### src/rtl/sipo_deser_if.sv
// Serial intake and word-output handshake bundle for sipo_deser.
// The slave modport is the deserialiser side; master is the line/consumer side.
interface sipo_deser_if #(
  parameter int DATA_WIDTH = 8
);
  localparam int CNT_W = $clog2(DATA_WIDTH + 1);

  logic                  serial_in;
  logic                  serial_valid;
  logic                  frame_start;
  logic                  out_ready;
  logic [DATA_WIDTH-1:0] parallel_out;
  logic                  out_valid;
  logic [CNT_W-1:0]      bit_count;
  logic                  overrun;

  modport master (
    output serial_in, serial_valid, frame_start, out_ready,
    input  parallel_out, out_valid, bit_count, overrun
  );

  modport slave (
    input  serial_in, serial_valid, frame_start, out_ready,
    output parallel_out, out_valid, bit_count, overrun
  );
endinterface

### src/rtl/sipo_deser.sv
// Serial-in/parallel-out deserialiser with frame restart, held output word,
// valid/ready handshake and a one-cycle overrun pulse.
module sipo_deser #(
  parameter int DATA_WIDTH = 8,
  parameter bit LSB_FIRST  = 1'b0
) (
  input logic       clk,
  input logic       reset,
  sipo_deser_if.slave bus
);
  localparam int               CNT_W = $clog2(DATA_WIDTH + 1);
  localparam logic [CNT_W-1:0] LAST  = CNT_W'(DATA_WIDTH - 1);

  logic [DATA_WIDTH-1:0] shreg;
  logic [DATA_WIDTH-1:0] shreg_base;
  logic [DATA_WIDTH-1:0] shreg_nxt;
  logic [CNT_W-1:0]      cnt;
  logic [CNT_W-1:0]      cnt_base;
  logic                  word_done;
  logic [DATA_WIDTH-1:0] word_q;
  logic                  valid_q;
  logic                  overrun_q;

  function automatic logic [DATA_WIDTH-1:0] shift_in(input logic [DATA_WIDTH-1:0] w,
                                                     input logic                  b);
    if (LSB_FIRST)
      return {b, w[DATA_WIDTH-1:1]};
    else
      return {w[DATA_WIDTH-2:0], b};
  endfunction

  // frame_start restarts from an empty word, so the sampled bit becomes bit 0
  always_comb begin
    shreg_base = bus.frame_start ? '0 : shreg;
    cnt_base   = bus.frame_start ? '0 : cnt;
    shreg_nxt  = shift_in(shreg_base, bus.serial_in);
    word_done  = bus.serial_valid && (cnt_base == LAST);
  end

  always_ff @(posedge clk or negedge reset) begin
    if (!reset) begin
      shreg <= '0;
      cnt   <= '0;
    end else if (bus.serial_valid) begin
      shreg <= shreg_nxt;
      cnt   <= word_done ? '0 : cnt_base + CNT_W'(1);
    end
  end

  // Output register: a completing word always wins, even over an unaccepted one
  always_ff @(posedge clk or negedge reset) begin
    if (!reset) begin
      word_q    <= '0;
      valid_q   <= 1'b0;
      overrun_q <= 1'b0;
    end else begin
      overrun_q <= word_done && valid_q && !bus.out_ready;
      if (word_done) begin
        word_q  <= shreg_nxt;
        valid_q <= 1'b1;
      end else if (bus.out_ready) begin
        valid_q <= 1'b0;
      end
    end
  end

  assign bus.parallel_out = word_q;
  assign bus.out_valid    = valid_q;
  assign bus.bit_count    = cnt;
  assign bus.overrun      = overrun_q;
endmodule
### src/flat_wrapper.sv
// flat-port wrapper written by rule: the top's interface ports become plain ports
module sipo_deser_flat 
#(
  parameter int DATA_WIDTH = 8,
  parameter bit LSB_FIRST  = 1'b0
)
  (clk, reset, bus_serial_in, bus_serial_valid, bus_frame_start, bus_out_ready, bus_parallel_out, bus_out_valid, bus_bit_count, bus_overrun);
  sipo_deser_if #(.DATA_WIDTH(DATA_WIDTH)) bus_i ();
  input logic clk;
  input logic reset;
  input wire logic [$bits(bus_i.serial_in)-1:0] bus_serial_in;
  input wire logic [$bits(bus_i.serial_valid)-1:0] bus_serial_valid;
  input wire logic [$bits(bus_i.frame_start)-1:0] bus_frame_start;
  input wire logic [$bits(bus_i.out_ready)-1:0] bus_out_ready;
  output wire logic [$bits(bus_i.parallel_out)-1:0] bus_parallel_out;
  output wire logic [$bits(bus_i.out_valid)-1:0] bus_out_valid;
  output wire logic [$bits(bus_i.bit_count)-1:0] bus_bit_count;
  output wire logic [$bits(bus_i.overrun)-1:0] bus_overrun;
  assign bus_i.serial_in = bus_serial_in;
  assign bus_i.serial_valid = bus_serial_valid;
  assign bus_i.frame_start = bus_frame_start;
  assign bus_i.out_ready = bus_out_ready;
  assign bus_parallel_out = bus_i.parallel_out;
  assign bus_out_valid = bus_i.out_valid;
  assign bus_bit_count = bus_i.bit_count;
  assign bus_overrun = bus_i.overrun;
  sipo_deser #(.DATA_WIDTH(DATA_WIDTH), .LSB_FIRST(LSB_FIRST)) u_core (.clk(clk), .reset(reset), .bus(bus_i));
endmodule
### config.mk
export PLATFORM = sky130hd
export DESIGN_NAME = sipo_deser_flat
export DESIGN_NICKNAME = d
export VERILOG_FILES = /design/src/rtl/sipo_deser_if.sv /design/src/rtl/sipo_deser.sv /design/src/flat_wrapper.sv
export SDC_FILE = /design/constraint.sdc
export NUM_CORES = 1
export LEC_CHECK = 0
export CAP_MARGIN = 30
export CORE_ASPECT_RATIO = 0.75
export CORE_MARGIN = 2
export CORE_UTILIZATION = 44
export DETAILED_ROUTE_END_ITERATION = 7
export PLACE_DENSITY = 0.81
export SLEW_MARGIN = 10
export SYNTH_ARGS = -nofsm -noshare
export SYNTH_HDL_FRONTEND = slang
export SYNTH_SLANG_ARGS = --single-unit
### constraint.sdc
create_clock -name clk -period 1.79 [get_ports clk]
set_clock_uncertainty 0.1 [all_clocks]
set_input_delay 0.4475 -clock clk [delete_from_list [all_inputs] [get_ports clk]]
set_output_delay 0.4475 -clock clk [all_outputs]
set_load 0.02 [all_outputs]
# Word level (Yosys, flattened, before mapping)
# Index checks and enable logic that the tools add are counted.
[classes] addsub=1 n_mul=0 n_div=0 magnitude_cmp=0 n_eq_ne=1 shifts=0 n_mux=5 n_bitwise=0 reduce_logical=5
[op_table] cell="$mux W4" count=2
[op_table] cell="$mux W7" count=1
[op_table] cell="$add A4 B1 Y4 const B" count=1
[op_table] cell="$eq A4 B3 Y1 const B" count=1
[op_table] cell="$logic_and A1 B1 Y1" count=3
[op_table] cell="$mux W1" count=2
[op_table] cell="$reduce_bool A2 Y1" count=1
[op_table] cell="$logic_not A1 Y1" count=1
[word_totals] register_bits=21 latch_bits=0 ram_bits=0 mem_bits_ro=0 in_bits=6 out_inout_bits=14 elab_cells=17 memories=0

# Logic depth before layout (Yosys ltp)
[depth] ltp_word=5 depth_mapped=7 depth_no_buf=6

# Least setup slack after synthesis
# No wires, ideal clock.
[synth_path] path_kind="input -> register" from="in bus_frame_start" to="reg u_core.word_q[1], in the netlist u_core.bus.parallel_out[1]" t_arrival_ns=1.775 setup_slack_ns=-0.210 path_stages=7 path_buffers=2 cell_sequence="buf_4 -> nor2_1 -> ha_1 -> nand2_2 -> nor4b_4 -> buf_6 -> mux2_4"
[synth_via] elab_chain_cells=3 elab_cells_between_ends=4 classes_between="eq/ne: 1; mux: 2; reduce/logical: 1"
[synth_lines] item="start: declaration" line_no="flat_wrapper.sv:13" rtl="input wire logic [$bits(bus_i.frame_start)-1:0] bus_frame_start;"
[synth_lines] item="$mux W4" line_no="sipo_deser.sv:35" rtl="cnt_base = bus.frame_start ? '0 : cnt;"
[synth_lines] item="$eq A4 B3 Y1" line_no="sipo_deser.sv:37" rtl="word_done = bus.serial_valid && (cnt_base == LAST);"
[synth_lines] item="$logic_and A1 B1 Y1" line_no="sipo_deser.sv:37"
[synth_lines] item="end signal: assignment" line_no="sipo_deser.sv:59" rtl="word_q <= shreg_nxt;"
[synth_lines] item="end: declaration" line_no="sipo_deser.sv:20" rtl="logic [DATA_WIDTH-1:0] word_q;"
# Several ways; a longest one is shown, not always the timed one.
# A chain may end at the register's enable or synchronous reset.

# Worst setup path in the final report
[layout_path] from="in bus_frame_start" to="reg u_core.word_q[4], in the netlist u_core.bus.parallel_out[4]"
# Same word-level chain as after synthesis.

==> impl_metrics.yaml <==
status:
  status: "finished clean"
critical_path:
  required_ps: 1890
  path_class: "primary input to flop"
  worst_ep_arrival_time_ps: 1850
  crit_fanout: 5
  cp-start-kind: "primary input"
  crit_path_end_kind: "flop"
finish:
  drive_gt1_frac: 0.4808
  layout.cells.non_filler: 128
  nNetsFinal: 112
  syn2layout_area_growth_pct: 37.79
  antenna_cells: 0
  fin_area_sq_mm: 0.001328
  fin_util: 0.6533
floorplan:
  core-area_sq_mm: 0.002032
  die-width_microns: 58.03
  num_rows: 14
  die_h_microns: 44.53
  dieArea_sq_mm: 0.002584
  ios: 20
  start_util: 0.4741
timing:
  post-route-period-util: 0.9761
  setup_viol_count_final: 0
  fmax_ghz: 0.5723
  rsz0062_at_grt: "yes"
  hold_viol_final: 0
  relSlewSlack: 0.8251
  min_period_ps: 1747
  maxSlewViolCount: 0
  finalWorstSetupSlack_ps: 42.80
  fin_setup_tns_ps: 0
  holdWs_ps: 379.6
  tightestPinTransition_ps: 262.4
place:
  post-place-ws_ps: -623.7
  place.gp.congestion: 0.7920
  hpwl_microns: 1371
  port_buffers: 19
  dp_cells: 121
  place_area_sq_mm: 0.001266
routing:
  top_layer: "met4"
  routed-wl-met3_microns: 85
  drc: 0
  wirelength_microns: 1953
  dr.first_iter.drc_count: 10
  postRouteAntennaNets: 0
  wl_met2_microns: 937
  vias: 657
  wl_met1_microns: 921
  wl_per_cell_microns: 15.26
  avgViaCountPerCell: 5.133
  first_pass_iters: 3
clock_tree:
  clkSinkCount: 21
  cts_tree: "yes"
  clock_path_buffers: 2
  h-tree-depth: 1
  cts-buffers-inserted: 3
  clock_latency_ps: 300
  clk_pin_slew_ps: 120
  cts_root_buffer: "clkbuf_4"
grt:
  grt_max_degree: 22
  grt_pass1_vias: 689
  antenna_found_initial: 0
  grt_pass1_wl_microns: 3387
  grt_overflow: 0
  grtUsageTotal: 0.1802
synthesis:
  synthMuxAreaShare: 0.2091
  synthArstFlopShare: 1.000
  yosysSeqAreaShare: 0.5455
  syn_inst: 70
  synthFlopType: "dfrtp_1"
  avgSynthCellArea_sq_um: 13.76
  yosys.area_share.simple: 0.1260
  synth_common_cells: "21 x dfrtp_1, 9 x mux2_2, 6 x mux2_4"
  ys_warn_count: 0
  synth_top_family_by_area: "multiplexers"
  synth-xor-area-share: 0
  netlist.area_leader.share: 0.5455
  synth_seq_cells: 21
  yosysTopAreaCell: "dfrtp_1"
  synth-edff-count: 0
  netlist_area_sq_um: 963.4
  synth-adder-area-share: 0.01299
  synth_compound_area_frac: 0.05065
  syn_nets: 77
  yosysMostFrequentCell: "dfrtp_1"
  synth_cell_types: 23
  synth_area_leaders: "dfrtp_1 55%, mux2_2 11%, mux2_4 9.4%"
pwr:
  powerDensity_mw_per_mm2: 701.3
  ir_drop_uv: 507.5
  cellLeakagePower_nw: 0.7169
  finalPower_mw: 0.9310
min_path:
  hold_path_class: "primary input to asynchronous set/reset pin"
job:
  drv_cap: 0
[routing by layer]
metal	up-vias	track usage
met5	-	0
met4	0	0.04186
met3	2	0.05848
met2	14	0.2795
met1	332	0.2481
li1	309	-
[sequential cells by signal, indices dropped and copies added, names as in the netlist]
signal                   flops
u_core.bus.bit_count         4
u_core.bus.out_valid         1
u_core.bus.overrun           1
u_core.bus.parallel_out      8
u_core.shreg                 7
[cell usage in the layout (no fill, tap or decap), types with 2 or more instances in the layout]
cell type / instances
dfrtp_1: 19
dlygate4sd2_1: 14
and2b_2: 5
nor2_4: 2
nor2b_1: 2
buf_4: 14
o22ai_1: 3
mux2_2: 8
clkbuf_4: 3
clkdlybuf4s50_1: 4
inv_1: 3
inv_2: 2
mux2_4: 7
dfrtp_2: 2
nand2_1: 2
[power breakdown]
part           internal (mW)  leakage (nW)  switching, mW
clock                 0.0868        0.0150          0.144
sequential             0.501         0.282         0.0162
combinational         0.0911         0.420         0.0926
[final timing paths]
path	startpoint	endpoint	slack (ps)	cells after the start
max in group asynchronous	reset	u_core.bus.bit_count[0]	990	2
hold / removal	reset	u_core.bus.bit_count[3]	380	2
min in group clk	u_core.shreg[2]	u_core.shreg[2]	410	1
hold reg to reg	u_core.shreg[2]	u_core.shreg[2]	410	1
setup reg to reg	u_core.bus.bit_count[0]	u_core.bus.parallel_out[4]	50	8
setup / recovery	bus_frame_start	u_core.bus.parallel_out[4]	40	8
[logic make-up after synthesis]
group,count (synthesis)
adders and majority gates,1
AOI/OAI and AO/OA,7
DFF,21
buffers and inverters,9
and+or+nand+nor,16
muxes,16
[final cells by class]
| type | instances | area [sq um] |
|---|---|---|
| clock buffers | 4 | 26.28 |
| fillers | 159 | 704.4 |
| inverters | 5 | 18.77 |
| flip-flops and latches | 21 | 528.0 |
| repair buffers | 34 | 304.0 |
| multi-input cells | 40 | 420.4 |
| well taps | 24 | 30.03 |
[worst max-delay path, stage by stage]
cell and delay, ps:
clkdlybuf4s15_2 240, nor2_4 140, ha_4 150, nand2_4 50
nor4b_4 220, buf_4 160, clkbuf_16 140, mux2_4 290
[timing repair]
| item | CTS | global route |
|---|---|---|
| gates resized for setup | 20 | 4 |
| pin swaps | 4 | 0 |
| setup endpoints to repair | 25 | 10 |
| cloned | 1 | 0 |
| setup buffers | 2 | 1 |
| hold buffers | 0 | 0 |
Note: power is estimated with default switching activity, not from simulation.
